### config.mk
export PLATFORM = sky130hd
export DESIGN_NAME = cb_desegment_rx
export DESIGN_NICKNAME = d
export VERILOG_FILES = /design/src/rtl/cb_desegment_rx.sv
export SDC_FILE = /design/constraint.sdc
export NUM_CORES = 1
export LEC_CHECK = 0
export CAP_MARGIN = 15
export CORE_MARGIN = 2
export CORE_UTILIZATION = 42
export CTS_CLUSTER_DIAMETER = 40
export DETAILED_ROUTE_END_ITERATION = 10
export SLEW_MARGIN = 20
export SYNTH_ARGS = -nofsm -noshare
export SYNTH_HDL_FRONTEND = slang
export SYNTH_SLANG_ARGS = --single-unit
### constraint.sdc
create_clock -name clk -period 3.8 [get_ports clk]
set_input_delay 0.57 -clock clk [delete_from_list [all_inputs] [get_ports clk]]
set_output_delay 0.57 -clock clk [all_outputs]
set_load 0.005 [all_outputs]
### src/rtl/cb_desegment_rx.sv
// Receive-side code-block desegmenter: drops filler bits, checks the attached CRC-24B and
// forwards payload bits. Every output is registered one cycle behind its input bit.
module cb_desegment_rx #(
  parameter int unsigned BLK_LONG  = 6144,
  parameter int unsigned BLK_SHORT = 1056,
  parameter int unsigned CRC_LEN   = 24,
  parameter logic [23:0] CRC_POLY  = 24'h800063
) (
  input  logic clk,
  input  logic reset,
  input  logic in_valid,
  input  logic in_bit,
  input  logic in_start,
  input  logic in_size,
  input  logic in_has_crc,
  input  logic in_filling,
  input  logic in_crc,
  output logic out_valid,
  output logic out_bit,
  output logic out_sob,
  output logic out_eob,
  output logic blk_done,
  output logic blk_crc_ok,
  output logic blk_has_crc,
  output logic frm_err
);

  localparam logic [12:0] LenLongM1  = 13'(BLK_LONG - 1);
  localparam logic [12:0] LenShortM1 = 13'(BLK_SHORT - 1);
  localparam logic [12:0] CrcFirst   = 13'(CRC_LEN - 1);
  localparam logic [12:0] CrcLenW    = 13'(CRC_LEN);

  typedef enum logic [2:0] {StIdle, StFill, StData, StCrc, StDone} state_e;

  state_e      state_q, state_d, cur_st;
  logic [12:0] rem_q, rem_d, rem_cur, win, eob_rem;
  logic [23:0] crc_q, crc_d, crc_cur, crc_next;
  logic        has_crc_q, has_crc_d, has_cur;
  logic        sob_q, sob_d, sob_cur;
  logic        err_q, err_d, err_cur;
  logic        fb, shift_bit;
  logic        out_valid_q, out_valid_d, out_bit_q, out_bit_d;
  logic        out_sob_q, out_sob_d, out_eob_q, out_eob_d;
  logic        blk_done_q, blk_done_d, frm_err_q, frm_err_d;
  logic        blk_crc_ok_q, blk_crc_ok_d, blk_has_crc_q, blk_has_crc_d;

  always_ff @(posedge clk or negedge reset) begin
    if (!reset) begin
      state_q       <= StIdle;
      rem_q         <= '0;
      crc_q         <= '0;
      has_crc_q     <= 1'b0;
      sob_q         <= 1'b0;
      err_q         <= 1'b0;
      out_valid_q   <= 1'b0;
      out_bit_q     <= 1'b0;
      out_sob_q     <= 1'b0;
      out_eob_q     <= 1'b0;
      blk_done_q    <= 1'b0;
      frm_err_q     <= 1'b0;
      blk_crc_ok_q  <= 1'b0;
      blk_has_crc_q <= 1'b0;
    end else begin
      state_q       <= state_d;
      rem_q         <= rem_d;
      crc_q         <= crc_d;
      has_crc_q     <= has_crc_d;
      sob_q         <= sob_d;
      err_q         <= err_d;
      out_valid_q   <= out_valid_d;
      out_bit_q     <= out_bit_d;
      out_sob_q     <= out_sob_d;
      out_eob_q     <= out_eob_d;
      blk_done_q    <= blk_done_d;
      frm_err_q     <= frm_err_d;
      blk_crc_ok_q  <= blk_crc_ok_d;
      blk_has_crc_q <= blk_has_crc_d;
    end
  end

  always_comb begin
    state_d       = state_q;
    rem_d         = rem_q;
    crc_d         = crc_q;
    has_crc_d     = has_crc_q;
    sob_d         = sob_q;
    err_d         = err_q;
    out_valid_d   = 1'b0;
    out_bit_d     = 1'b0;
    out_sob_d     = 1'b0;
    out_eob_d     = 1'b0;
    blk_done_d    = 1'b0;
    frm_err_d     = 1'b0;
    blk_crc_ok_d  = blk_crc_ok_q;
    blk_has_crc_d = blk_has_crc_q;

    // A start bit replaces the held block context before the bit itself is processed.
    cur_st  = state_q;
    rem_cur = rem_q;
    crc_cur = crc_q;
    has_cur = has_crc_q;
    sob_cur = sob_q;
    err_cur = err_q;
    if (in_valid && in_start) begin
      cur_st  = in_filling ? StFill : StData;
      rem_cur = in_size ? LenLongM1 : LenShortM1;
      crc_cur = '0;
      has_cur = in_has_crc;
      sob_cur = 1'b1;
      err_cur = 1'b0;
    end

    shift_bit = in_bit & ~in_filling;
    fb        = crc_cur[23] ^ shift_bit;
    crc_next  = {crc_cur[22:0], 1'b0} ^ (fb ? CRC_POLY : 24'h0);
    win       = has_cur ? CrcFirst : 13'd0;
    eob_rem   = has_cur ? CrcLenW : 13'd0;

    if (state_q == StDone) state_d = StIdle;

    if (in_valid) begin
      if (in_start && (state_q inside {StFill, StData, StCrc})) frm_err_d = 1'b1;

      if (cur_st == StIdle || cur_st == StDone) begin
        frm_err_d = 1'b1;
        state_d   = StIdle;
      end else begin
        rem_d     = rem_cur - 13'd1;
        crc_d     = crc_next;
        has_crc_d = has_cur;
        sob_d     = sob_cur;
        err_d     = err_cur;
        state_d   = cur_st;

        if (cur_st == StFill && in_filling) begin
          // Filler running into the CRC window (or the end) means there is no payload at all.
          if (rem_cur == win) begin
            frm_err_d = 1'b1;
            state_d   = StIdle;
          end
        end else if (in_filling) begin
          frm_err_d = 1'b1;
        end else if (cur_st == StCrc) begin
          if (!in_crc) begin
            frm_err_d = 1'b1;
            err_d     = 1'b1;
          end
        end else if (has_cur && rem_cur == CrcFirst) begin
          state_d = StCrc;
          if (!in_crc) begin
            frm_err_d = 1'b1;
            err_d     = 1'b1;
          end
        end else if (in_crc) begin
          state_d   = StData;
          frm_err_d = 1'b1;
          err_d     = 1'b1;
        end else begin
          state_d     = StData;
          out_valid_d = 1'b1;
          out_bit_d   = in_bit;
          out_sob_d   = sob_cur;
          out_eob_d   = (rem_cur == eob_rem);
          sob_d       = 1'b0;
        end

        if (rem_cur == 13'd0 && state_d != StIdle) begin
          state_d       = StDone;
          blk_done_d    = 1'b1;
          blk_crc_ok_d  = ~err_d & (~has_cur | (crc_next == 24'h0));
          blk_has_crc_d = has_cur;
        end
      end
    end
  end

  assign out_valid   = out_valid_q;
  assign out_bit     = out_bit_q;
  assign out_sob     = out_sob_q;
  assign out_eob     = out_eob_q;
  assign blk_done    = blk_done_q;
  assign blk_crc_ok  = blk_crc_ok_q;
  assign blk_has_crc = blk_has_crc_q;
  assign frm_err     = frm_err_q;

endmodule

# ---- Yosys cells after proc, flatten, opt, wreduce, memory -nomap -nowiden
# Cells that the tools add are included.
dict set report op_classes {
  reduce_logical 14
  n_eq_ne 10
  n_mux 76
  add_sub_neg 1
  bitwise 9
}
# op count
set ops {}
lappend ops {{$mux W1} 58}
lappend ops {{$mux W24} 2}
lappend ops {{$mux W3} 11}
lappend ops {{$eq A13 B5 Y1} 2}
lappend ops {{$mux W13} 2}
lappend ops {{$logic_not A24 Y1} 1}
lappend ops {{$xor A24 B24 Y24} 1}
lappend ops {{$eq A13 B5 Y1 const B} 1}
lappend ops {{$logic_not A13 Y1} 1}
lappend ops {{$sub A13 B1 Y13 const B} 1}
lappend ops {{$mux W5} 2}
lappend ops {{$eq A3 B2 Y1 const B} 3}
lappend ops {{$eq A3 B1 Y1 const B} 2}
lappend ops {{$eq A3 B3 Y1 const B} 2}
lappend ops {{$reduce_bool A3 Y1} 2}
lappend ops {{$logic_and A1 B1 Y1} 5}
lappend ops {{$not A1 Y1} 4}
lappend ops {{$logic_not A3 Y1} 1}
lappend ops {{$reduce_and A3 Y1} 1}
lappend ops {{$and A1 B1 Y1} 2}
lappend ops {{$mux W2} 1}
lappend ops {{$reduce_and A2 Y1} 1}
lappend ops {{$reduce_bool A2 Y1} 1}
lappend ops {{$logic_or A1 B1 Y1} 1}
lappend ops {{other kinds (2)} 2}
dict set report word_totals {
  elab_cells 124
  output_inout_bits 8
  inputBits 9
  reg_bits 51
}

# ---- Depth between registers and ports, before layout
dict set report depth {
  word_depth 15
  ltp_mapped 11
  depth_no_buf 9
}

# ---- Worst setup path after synthesis
# OpenSTA, ideal clock, no wires.
dict set report synth_path {
  kind {input to register}
  from {input port in_start}
  to {register out_eob_q (netlist: out_eob)}
  required_ns 3.706
  cell_stages 10
  arrival_ns 2.490
  slack_ns 1.216
  n_path_buf 2
  setup_ns 0.094
  path_cell_list {buf_4 nand2_2 buf_1 nand2b_1 ha_1 and4_1 nand4_1 nand2_1 or4_1 a211oi_1}
}
dict set report synth_via {
  elab_chain_cells 11
  elab_cells_between_ends 21
  classes_between {eq/ne: 5; mux: 11; reduce/logical: 5}
}
# item line_no
set synth_rtl {}
lappend synth_rtl {{from (decl)} 13} ;# input logic in_start,
lappend synth_rtl {{$logic_and A1 B1 Y1 *} 104} ;# if (in_valid && in_start) begin
lappend synth_rtl {{$mux W1} 104}
lappend synth_rtl {{$mux W5} 117} ;# eob_rem = has_cur ? CrcLenW : 13'd0;
lappend synth_rtl {{$eq A13 B5 Y1} 163} ;# out_eob_d = (rem_cur == eob_rem);
lappend synth_rtl {{$mux W1} 154} ;# end else if (in_crc) begin
lappend synth_rtl {{$mux W1} 148} ;# end else if (has_cur && rem_cur == CrcFirst) begin
lappend synth_rtl {{$mux W1} 143} ;# end else if (cur_st == StCrc) begin
lappend synth_rtl {{$mux W1} 141} ;# end else if (in_filling) begin
lappend synth_rtl {{$mux W1} 135} ;# if (cur_st == StFill && in_filling) begin
lappend synth_rtl {{$mux W1 *} 124} ;# if (cur_st == StIdle || cur_st == StDone) begin
lappend synth_rtl {{$mux W1 *} 121} ;# if (in_valid) begin
lappend synth_rtl {{net out_eob_d} 43} ;# logic out_sob_q, out_sob_d, out_eob_q, out_eob_d;
lappend synth_rtl {{to (signal assigned)} 73} ;# out_eob_q <= out_eob_d;
lappend synth_rtl {{to (decl)} 43}
# Mark *: on every way through the listed nets, which the timed path passes. The rest lies on a longest branch.
# A chain may end at the register's enable or synchronous reset.

# ---- Final worst setup path
dict set report layout_path {
  from {input port in_valid}
  to {register out_eob_q (netlist: out_eob)}
}
dict set report layout_via {
  elab_chain_cells 11
  elab_cells_between_ends 21
  classes_between {eq/ne: 5; mux: 11; reduce/logical: 5}
}
# item line_no
set layout_rtl {}
lappend layout_rtl {{from (decl)} 11} ;# input logic in_valid,
lappend layout_rtl {{$logic_and A1 B1 Y1} 104}
lappend layout_rtl {{$mux W1} 104}
lappend layout_rtl {{$mux W5} 117}
lappend layout_rtl {{$eq A13 B5 Y1} 163}
lappend layout_rtl {{$mux W1} 154}
lappend layout_rtl {{$mux W1} 148}
lappend layout_rtl {{$mux W1} 143}
lappend layout_rtl {{$mux W1} 141}
lappend layout_rtl {{$mux W1} 135}
lappend layout_rtl {{$mux W1} 124}
lappend layout_rtl {{$mux W1 *} 121}
lappend layout_rtl {{net out_eob_d} 43}
# Marks and branches as above.

==> flow_summary.ini <==
[setup_path]
criticalPathCategory = in -> reg
r2r-start = rem_q[1]$_DFFE_PN0P_
setup.worst_path.end_class = flip-flop
cpMaxStageDelayCell = clkdlybuf4s50_1
cp.required_ns = 4.01
arrival_ns = 2.97
cp-start-kind = input pin
cp_slowest_stage_delay_ns = 0.68
timing.rr.end = out_eob$_DFF_PN0_
worstPathCellList = clkdlybuf4s50_1 -> nand2_2 -> nand2b_1 -> ha_1 -> and4_1 -> nand4_1 -> nand2_1 -> or4_1 -> a211oi_1
path_buf_inv = 1
reg2reg_depth = 7
crit_fanout = 10
reg2reg_slack_ns = 1.67
crit_family = simple AND/OR/NAND/NOR gates

[yosys]
synth-seq-area-share = 0.479
syn_nets = 306
synth_cell_type_count = 54
ys_ff_latch = 51
yosysWarnings = 0
synth_common_cells = nand2_1, dfrtp_1, o21ai_0, nor2_1, a21oi_1
avgSynthCellArea_sq_um = 9.06
synthFlopType = dfrtp_1
async_flop_share = 1.00
syn_inst = 294
synth_top_area_share = 0.479
yosysMostFrequentCell = nand2_1
yosysTopAreaCell = dfrtp_1
synth_area_leaders = dfrtp_1, nand2_1, o21ai_0
synth_area_sq_um = 2670
synth_edf_count = 0

[grt]
grt_pass1_wl_um = 10300
grt-ovfl-total = 0
grt_max_degree = 51
track_usage = 0.180
grt_pass1_vias = 2117
antenna_found_initial = 0

[final_layout]
n_antenna_cell = 0
fillers = 599
layout-drive-gt1-share = 0.0847
design_area_sq_um = 2990
instances_no_fill = 384
nets = 318
area_growth_syn_to_layout_pct = 12.3
post-route-util = 0.480

[clocking]
insertion_delay_ns = 0.31
cts_setup_buffers = 0
htreeDepth = 2
cts_root_buffer = clkbuf_8
cts_max_path_buffers = 2
cts_tree = built
cts.repair.resized = 0
ctsHoldBuffers = 0
clock_sinks = 51
numCtsBuffers = 5
clk_pin_slew_ns = 0.09

[timing]
max_slew_margin = 0.452
timing.final.hold_violations = 0
worst_pin_slew_ns = 0.822
hold_ws_ns = 0.355
rsz0062_at_grt = no
period_needed_ns = 2.76
fmax_mhz = 362
slew_violations = 0
skew_ns = 0.00841
finalWorstSetupSlack_ns = 1.04
layout_worst_path_cycle_share = 0.727
tns_ns = 0
setup_viol = 0

[place]
placed_area_sq_um = 2880
globalplace.congestion = 0.862
post-place-ws_ns = 0.729
dp_hpwl_um = 3960
port_buffers = 16
placed_cells = 376

[pwr]
power_frac_seq = 0.521
p_int_mw = 0.954
power.total_mw = 1.43
pwr-share-clk = 0.270
switching_power_mw = 0.475
p_leak_nw = 1.24
power_density_nw_per_um2 = 477
combPwrFrac = 0.209
worst_ir_drop_vdd_uv = 199
sw_frac_of_total = 0.332

[detailed_routing]
wl_per_cell_um = 14.8
drtAntennaViolNets = 0
vias = 2117
drt_iter0_markers = 154
drc_errors = 0
first_pass_iters = 4
drt-vias-per-instance = 5.51
wl_um = 5700

[floorplanning]
dieWidth_um = 83.7
start_util = 0.427
core_sq_um = 6240
chipHeight_um = 83.7
std_cell_rows = 29
die_area_sq_um = 7000
ios = 17

[flow_run]
max-cap-violations = 0

[outcome]
status = complete, no violations

[worst_hold_path]
hold_class = in -> async
## worst max-delay path by stage
stage                     startpoint                 to  slack, ns  depth (start not counted)
after detailed placement    in_start  out_eob$_DFF_PN0_       0.73                          9
after floorplan             in_start  out_eob$_DFF_PN0_       1.22                         10
after CTS                   in_valid  out_eob$_DFF_PN0_       1.04                          9
after global placement      in_valid  out_eob$_DFF_PN0_       0.83                          9
final                       in_valid  out_eob$_DFF_PN0_       1.04                          9
after global routing        in_valid  out_eob$_DFF_PN0_       0.84                          9
## cells by family (layout without fill, tap and decap cells)
family | count (synthesis) | in the layout | share of synthesized area
XOR/XNOR | 6 | 6 | 0.0197
buffers and inverters | 26 | 39 | 0.0427
AO/OA/AOI/OAI | 80 | 80 | 0.204
multiplexers | 2 | 2 | 0.00939
AND/OR/NAND/NOR | 126 | 126 | 0.231
flip-flops | 51 | 51 | 0.479
adder cells (fa/ha/maj) | 3 | 3 | 0.0141
## sequential cells by signal, indices dropped and copies added, names as in the netlist
signal,cells
blk_has_crc,1
out_bit,1
blk_done,1
sob_q,1
out_valid,1
err_q,1
out_eob,1
has_crc_q,1
state_q,3
blk_crc_ok,1
crc_q,24
rem_q,13
frm_err,1
out_sob,1
## cell usage in the layout, fill, tap and decap left out, drive strengths merged, types with 3 or more instances in the layout
master / count
xnor2: 5
inv: 11
nor3: 5
a211oi: 4
nor2: 16
clkbuf: 5
o31ai: 3
a21oi: 15
o21ai: 39
buf: 6
ha: 3
nand2b: 5
dfrtp: 51
clkdlybuf4s50: 15
nor4: 9
o211ai: 3
nand2: 66
nand3: 3
and3: 4
nand4: 5
## power groups by stage
| stage | clock network [mW] | logic, mW | registers, mW |
|---|---|---|---|
| 3_5_place_dp | 0 | 0.300 | 0.752 |
| 6_report | 0.386 | 0.298 | 0.744 |
| 2_1_floorplan | 0 | 0.228 | 0.722 |
| 5_1_grt | 0.418 | 0.346 | 0.759 |
| 4_1_cts | 0.401 | 0.301 | 0.741 |
| 3_3_place_gp | 0 | 0.295 | 0.751 |
## layer usage
| metal | GRT usage | part of all wire | up-vias |
|---|---|---|---|
| li1 | - | - | 1066 |
| met1 | 0.247 | 0.50 | 993 |
| met2 | 0.273 | 0.43 | 45 |
| met3 | 0.0425 | 0.039 | 13 |
| met4 | 0.0792 | 0.029 | 0 |
| met5 | 0 | 0 | - |
## area by class of cell
type                            count  area (sq um)  area share
Clock buffer                        5          68.8      0.0230
Multi-Input combinational cell    217          1270       0.426
Inverter                           10          37.5      0.0125
Tap cell                           77          96.3      0.0322
Clock inverter                      3          46.3      0.0155
Sequential cell                    51          1280       0.426
Timing Repair Buffer               21           193      0.0644
No activity file was read; power rests on OpenSTA's default activity.
